File: config.mk
export PLATFORM = sky130hd
export DESIGN_NAME = radix_4_ntt_ctrl
export DESIGN_NICKNAME = d
export VERILOG_FILES = /design/src/rtl/radix_4_ntt_ctrl.sv
export SDC_FILE = /design/constraint.sdc
export NUM_CORES = 1
export LEC_CHECK = 0
export CORE_AREA = 2 2 70 138
export CTS_CLUSTER_DIAMETER = 120
export DETAILED_ROUTE_END_ITERATION = 12
export DIE_AREA = 0 0 72 140
export GPL_ROUTABILITY_DRIVEN = 0
export PLACE_DENSITY = 0.76
export REMOVE_ABC_BUFFERS = 1
export SYNTH_ARGS = -nofsm -noshare
export SYNTH_HDL_FRONTEND = slang
export SYNTH_SLANG_ARGS = --single-unit
File: constraint.sdc
create_clock -name clk -period 5 [get_ports clk]
set_clock_uncertainty 0.1 [all_clocks]
set_input_delay 1 -clock clk [delete_from_list [all_inputs] [get_ports clk]]
set_output_delay 1 -clock clk [all_outputs]
set_load 0.02 [all_outputs]
File: src/rtl/radix_4_ntt_ctrl.sv
// Radix-4 DIF NTT sequencer: issues one butterfly per cycle and delays its addresses LAT cycles for write-back.
// Defining RADIX4_NTT_CTRL_STALL_EN adds a stall input that freezes the whole sequencer while it is high.
module radix_4_ntt_ctrl #(
    parameter int unsigned LOGP = 8,
    parameter int unsigned LAT  = 2
) (
    input  logic                                          clk,
    input  logic                                          rst_n,
    input  logic                                          start,
`ifdef RADIX4_NTT_CTRL_STALL_EN
    input  logic                                          stall,
`endif
    output logic                                          busy,
    output logic                                          done,
    output logic [((LOGP / 2 > 1) ? $clog2(LOGP / 2) : 1)-1:0] stage,
    output logic                                          rd_en,
    output logic [LOGP-1:0]                               rd_addr_a,
    output logic [LOGP-1:0]                               rd_addr_b,
    output logic [LOGP-1:0]                               rd_addr_c,
    output logic [LOGP-1:0]                               rd_addr_d,
    output logic [LOGP-3:0]                               tf_addr,
    output logic                                          wr_en,
    output logic [LOGP-1:0]                               wr_addr_a,
    output logic [LOGP-1:0]                               wr_addr_b,
    output logic [LOGP-1:0]                               wr_addr_c,
    output logic [LOGP-1:0]                               wr_addr_d
);
    localparam int unsigned POINTS = 32'd1 << LOGP;
    localparam int unsigned STAGES = LOGP / 2;
    localparam int unsigned SW     = (STAGES > 1) ? $clog2(STAGES) : 1;
    localparam int unsigned CW     = (LAT > 1) ? $clog2(LAT) : 1;
    localparam logic [LOGP-3:0] KLAST = '1;
    localparam logic [SW-1:0]   SLAST = SW'(STAGES - 1);
    localparam logic [CW-1:0]   CLAST = CW'(LAT - 1);

    typedef enum logic [1:0] {StIdle, StIssue, StDrain, StFinish} state_e;

    state_e                 st_q, st_d;
    logic [LOGP-3:0]        k_q, k_d;
    logic [SW-1:0]          s_q, s_d;
    logic [CW-1:0]          cnt_q, cnt_d;
    logic                   rd_en_q, rd_en_d;
    logic                   busy_q, busy_d;
    logic                   done_q, done_d;
    logic [3:0][LOGP-1:0]   ra_q, ra_d;
    logic [LOGP-3:0]        tf_q, tf_d;
    logic [LAT-1:0]         dv_q, dv_d;
    logic [3:0][LOGP-1:0]   da_q [LAT];
    logic [3:0][LOGP-1:0]   da_d [LAT];
    logic [LOGP-1:0]        q, kx, j, base;
    logic                   adv;

`ifdef RADIX4_NTT_CTRL_STALL_EN
    assign adv = ~stall;
`else
    assign adv = 1'b1;
`endif

    always_comb begin
        st_d    = st_q;
        k_d     = k_q;
        s_d     = s_q;
        cnt_d   = cnt_q;
        rd_en_d = 1'b0;
        busy_d  = busy_q;
        done_d  = 1'b0;
        unique case (st_q)
            StIdle: begin
                if (start) begin
                    st_d    = StIssue;
                    k_d     = '0;
                    s_d     = '0;
                    rd_en_d = 1'b1;
                    busy_d  = 1'b1;
                end
            end
            StIssue: begin
                if (k_q == KLAST) begin
                    st_d  = StDrain;
                    cnt_d = '0;
                end else begin
                    k_d     = k_q + 1'b1;
                    rd_en_d = 1'b1;
                end
            end
            StDrain: begin
                if (cnt_q == CLAST) begin
                    if (s_q == SLAST) begin
                        st_d   = StFinish;
                        busy_d = 1'b0;
                        done_d = 1'b1;
                    end else begin
                        st_d    = StIssue;
                        s_d     = s_q + 1'b1;
                        k_d     = '0;
                        rd_en_d = 1'b1;
                    end
                end else begin
                    cnt_d = cnt_q + 1'b1;
                end
            end
            StFinish: st_d = StIdle;
            default:  st_d = StIdle;
        endcase
    end

    // Q is a power of two, so k/Q and k%Q reduce to masking with Q-1.
    always_comb begin
        q    = LOGP'(POINTS >> 2) >> {s_d, 1'b0};
        kx   = {2'b00, k_d};
        j    = kx & (q - LOGP'(1));
        base = ((kx & ~(q - LOGP'(1))) << 2) | j;
        ra_d = ra_q;
        tf_d = tf_q;
        if (rd_en_d) begin
            ra_d[0] = base;
            ra_d[1] = base + q;
            ra_d[2] = base + (q << 1);
            ra_d[3] = base + (q << 1) + q;
            tf_d    = j[LOGP-3:0] << {s_d, 1'b0};
        end
    end

    always_comb begin
        dv_d[0] = rd_en_q;
        da_d[0] = ra_q;
        for (int i = 1; i < LAT; i++) begin
            dv_d[i] = dv_q[i-1];
            da_d[i] = da_q[i-1];
        end
    end

    always_ff @(posedge clk or negedge rst_n) begin
        if (!rst_n) begin
            st_q    <= StIdle;
            k_q     <= '0;
            s_q     <= '0;
            cnt_q   <= '0;
            rd_en_q <= 1'b0;
            busy_q  <= 1'b0;
            done_q  <= 1'b0;
            ra_q    <= '0;
            tf_q    <= '0;
            dv_q    <= '0;
            for (int i = 0; i < LAT; i++) da_q[i] <= '0;
        end else if (adv) begin
            st_q    <= st_d;
            k_q     <= k_d;
            s_q     <= s_d;
            cnt_q   <= cnt_d;
            rd_en_q <= rd_en_d;
            busy_q  <= busy_d;
            done_q  <= done_d;
            ra_q    <= ra_d;
            tf_q    <= tf_d;
            dv_q    <= dv_d;
            for (int i = 0; i < LAT; i++) da_q[i] <= da_d[i];
        end
    end

    assign busy      = busy_q;
    assign done      = done_q;
    assign stage     = s_q;
    assign rd_en     = rd_en_q & adv;
    assign rd_addr_a = ra_q[0];
    assign rd_addr_b = ra_q[1];
    assign rd_addr_c = ra_q[2];
    assign rd_addr_d = ra_q[3];
    assign tf_addr   = tf_q;
    assign wr_en     = dv_q[LAT-1] & adv;
    assign wr_addr_a = da_q[LAT-1][0];
    assign wr_addr_b = da_q[LAT-1][1];
    assign wr_addr_c = da_q[LAT-1][2];
    assign wr_addr_d = da_q[LAT-1][3];
endmodule

==> metrics.csv <==
stage,metric,value,unit
global_routing,grt-ovfl-total,0,
logic_synthesis,synthCells,394,
logic_synthesis,ys.flop_type,dfrtp_1,
clocking,cts_hold_buf,0,
clocking,root_buffer,clkbuf_16,
worst_setup_path,cp.arrival,4.76,ns
placed_design,place_ws,0.02459,ns
clocking,cts-buffers-inserted,9,
drt,wire_per_inst,15.84,um
logic_synthesis,synth_top_area_frac,0.6178,
clocking,post_cts_buffers,0,
layout,post-route-util,0.6122,
drt,vias,3032,
clocking,ctsResizeCount,0,
layout,multi_input_area,1379,sq um
logic_synthesis,yosys_warnings,0,
worst_setup_path,rrSetupSlack,0.89,ns
global_routing,grt.busiest_layer,met2,
logic_synthesis,async_flop_share,1.000,
die,core,9012,sq um
power,leakage,2.423,nW
placed_design,dp_hpwl,6.326,mm
timing,final.min_clock_period,4.642,ns
clocking,cts_sinks,112,
hold_path,min_to,wr_addr_d[4],
global_routing,grtUsageMet1,0.2115,
die,io_pins,79,
power,ir_drop,0.1900,mV
drt,antenna_left,0,
hold_path,hold_path.startpoint,da_d[28],
worst_setup_path,start_kind,input pin,
drt,drt-pass1-iter-count,4,
worst_setup_path,crit_type,in2reg,
placed_design,place_area,5211,sq um
timing,slew_headroom,0.2543,
timing,period_share,0.9285,
timing,fin_ws,0.3575,ns
logic_synthesis,syn_area,4537,sq um
layout,fin_nets,462,
logic_synthesis,yosysSeqAreaShare,0.6178,
timing,rsz0062_at_grt,false,
logic_synthesis,synth_commonest_cells,"112 x dfrtp_1, 53 x nand2_1, 34 x buf_4, 25 x nor2_1, 22 x o21ai_0",
drt,via_per_inst,5.463,
global_routing,grt_antenna_before_repair,0,
global_routing,grt_pass1_vias,3077,
timing,max_freq,0.2154,GHz
layout,areaGrowthSynthToFinish,21.62,%
clocking,cts.clk_slew.worst_paths,0.07,ns
worst_setup_path,critPathMaxFanout,6,
worst_setup_path,worst_setup_path_end_kind,flop,
worst_setup_path,cp.required,5.12,ns
timing,worst_pin_slew,1.119,ns
layout,design_area,5518,sq um
layout,num-fill-cells,718,
logic_synthesis,synth-seq-cells,112,
drt,drc,0,
global_routing,grt_usage,0.1903,
hold_path,whs_path_depth,0,
clocking,clk_latency,0.34,ns
drt,drt-total-wl,8.790,mm
worst_setup_path,reg2reg_to,rd_addr_b[6],
die,die_w,72,um
logic_synthesis,synth.most_common_cell,dfrtp_1,
job,cap_viol_max_count,0,
die,dieArea,10080,sq um
clocking,clockBufferDepth,2,
global_routing,grt_pass1_wl,14.89,mm
logic_synthesis,avgSynthCellArea,11.51,sq um
run_status,status,completed,
worst_setup_path,r2r-start,st_q[0],
clocking,cts_max_level,3,
global_routing,met2_usage,0.3304,
global_routing,grt_max_degree,94,
layout,antennaDiodeCount,0,
die,initial_utilization,0.5034,
placed_design,io_buffers,78,
timing,setup_viol,0,
logic_synthesis,synth_area_leaders,"dfrtp_1 62%, buf_4 5.6%, nand2_1 4.4%",
timing,drv_slew,0,
worst_setup_path,r2r_cells,14,
layout,seq_area,2803,sq um
timing,finalHoldViolCount,0,
layout,drive_gt1_frac,0.08830,
power,power_density,301.7,nW/um^2
die,rows,49,
timing,tns,0,ns
die,die_h,140,um
logic_synthesis,synth_cell_types,59,
logic_synthesis,synth_edf_count,0,
global_routing,grt_use_met3,0.03381,
hold_path,hp-class,reg2reg,
logic_synthesis,yosys.area.top_type,dfrtp_1,
drt,drt_iter0_drc,270,
clocking,cts_tree,yes,
power,power,0.001664,W
[how the worst max path moves through the flow]
stage                     startpoint      endpoint
after floorplan                start  rd_addr_d[7]
after global placement         start  rd_addr_b[6]
after detailed placement       start  rd_addr_b[6]
after CTS                      start  rd_addr_b[6]
after global routing           start  rd_addr_b[6]
final                          start  rd_addr_b[6]
[metal layers]
layer	vias up	part of all wire
li1	1422	-
met1	1488	0.37
met2	98	0.56
met3	24	0.038
met4	0	0.034
met5	-	0
[registers in the layout, summed over array words and instances, names as in the netlist]
name       flops
dv_q           2
rd_addr_c      7
cnt_q          1
rd_addr_b      8
busy           1
k_q            6
wr_addr_d      8
tf_addr        6
stage          2
done           1
da_d          30
st_q           2
rd_addr_d      7
rd_addr_a      8
wr_addr_b      7
wr_addr_a      7
rd_en          1
wr_addr_c      8
[layout make-up]
type | instances | share of cell area
clock inverters | 5 | 0.01156
well taps | 102 | 0.02313
repair buffers | 88 | 0.1546
inverters | 13 | 0.008844
flip-flops and latches | 112 | 0.5079
multi-input cells | 224 | 0.2499
clock buffers | 11 | 0.04399
[where the power goes]
part           internal [W]  leakage (nW)  switching (W)
Combinational    0.00000781          1.01      0.0000229
Clock              0.000407         0.152       0.000316
Sequential         0.000909          1.27     0.00000184
[layout by cell type, fill, tap and decap left out, types with 3 or more instances in the layout]
cell type and instances:
a211oi_1 3, a21oi_1 14, a31oi_1 7, and2_1 3, and3_1 4, buf_4 11, clkbuf_16 9, clkdlybuf4s50_1 77
dfrtp_1 112, ha_1 11, inv_1 11, mux2_2 3, nand2_1 53, nand2b_1 4, nand3_1 6, nor2_1 25
nor2b_1 4, nor3_1 4, o21ai_0 22, o21ai_1 9, xnor2_1 5
[per-stage QoR]
| step | cells | hold slack (ns) |
|---|---|---|
| after global placement | 539 | 0.2318 |
| after CTS | 555 | 0.2505 |
| after detailed placement | 539 | 0.2347 |
| after global routing | 555 | 0.2527 |
| final | 555 | 0.2480 |
| after floorplan | 349 | 0.2312 |
[critical path, cell delays in order]
cell and delay, ns:
clkdlybuf4s50_1 0.48, nor2b_1 0.33, o21ai_0 0.14, o311a_1 0.16
nand2b_1 0.22, ha_1 0.36, o21ai_0 0.12, a21oi_1 0.11
a21oi_2 0.26, inv_1 0.12, ha_1 0.33, and3_1 0.16
a221o_1 0.42, and3_1 0.19, or3_1 0.36
[cells by family (layout without fill, tap and decap cells)]
family | after synthesis | in the layout | synth area share
AO/OA/AOI/OAI | 83 | 83 | 0.1236
XOR/XNOR | 7 | 7 | 0.01351
adder cells (fa/ha/maj) | 11 | 11 | 0.03034
buffers and inverters | 58 | 117 | 0.07832
flip-flops | 112 | 112 | 0.6178
multiplexers | 5 | 5 | 0.01186
other | 1 | 1 | 0.0008266
AND/OR/NAND/NOR | 117 | 117 | 0.1238
No activity file was read; power rests on OpenSTA's default activity.
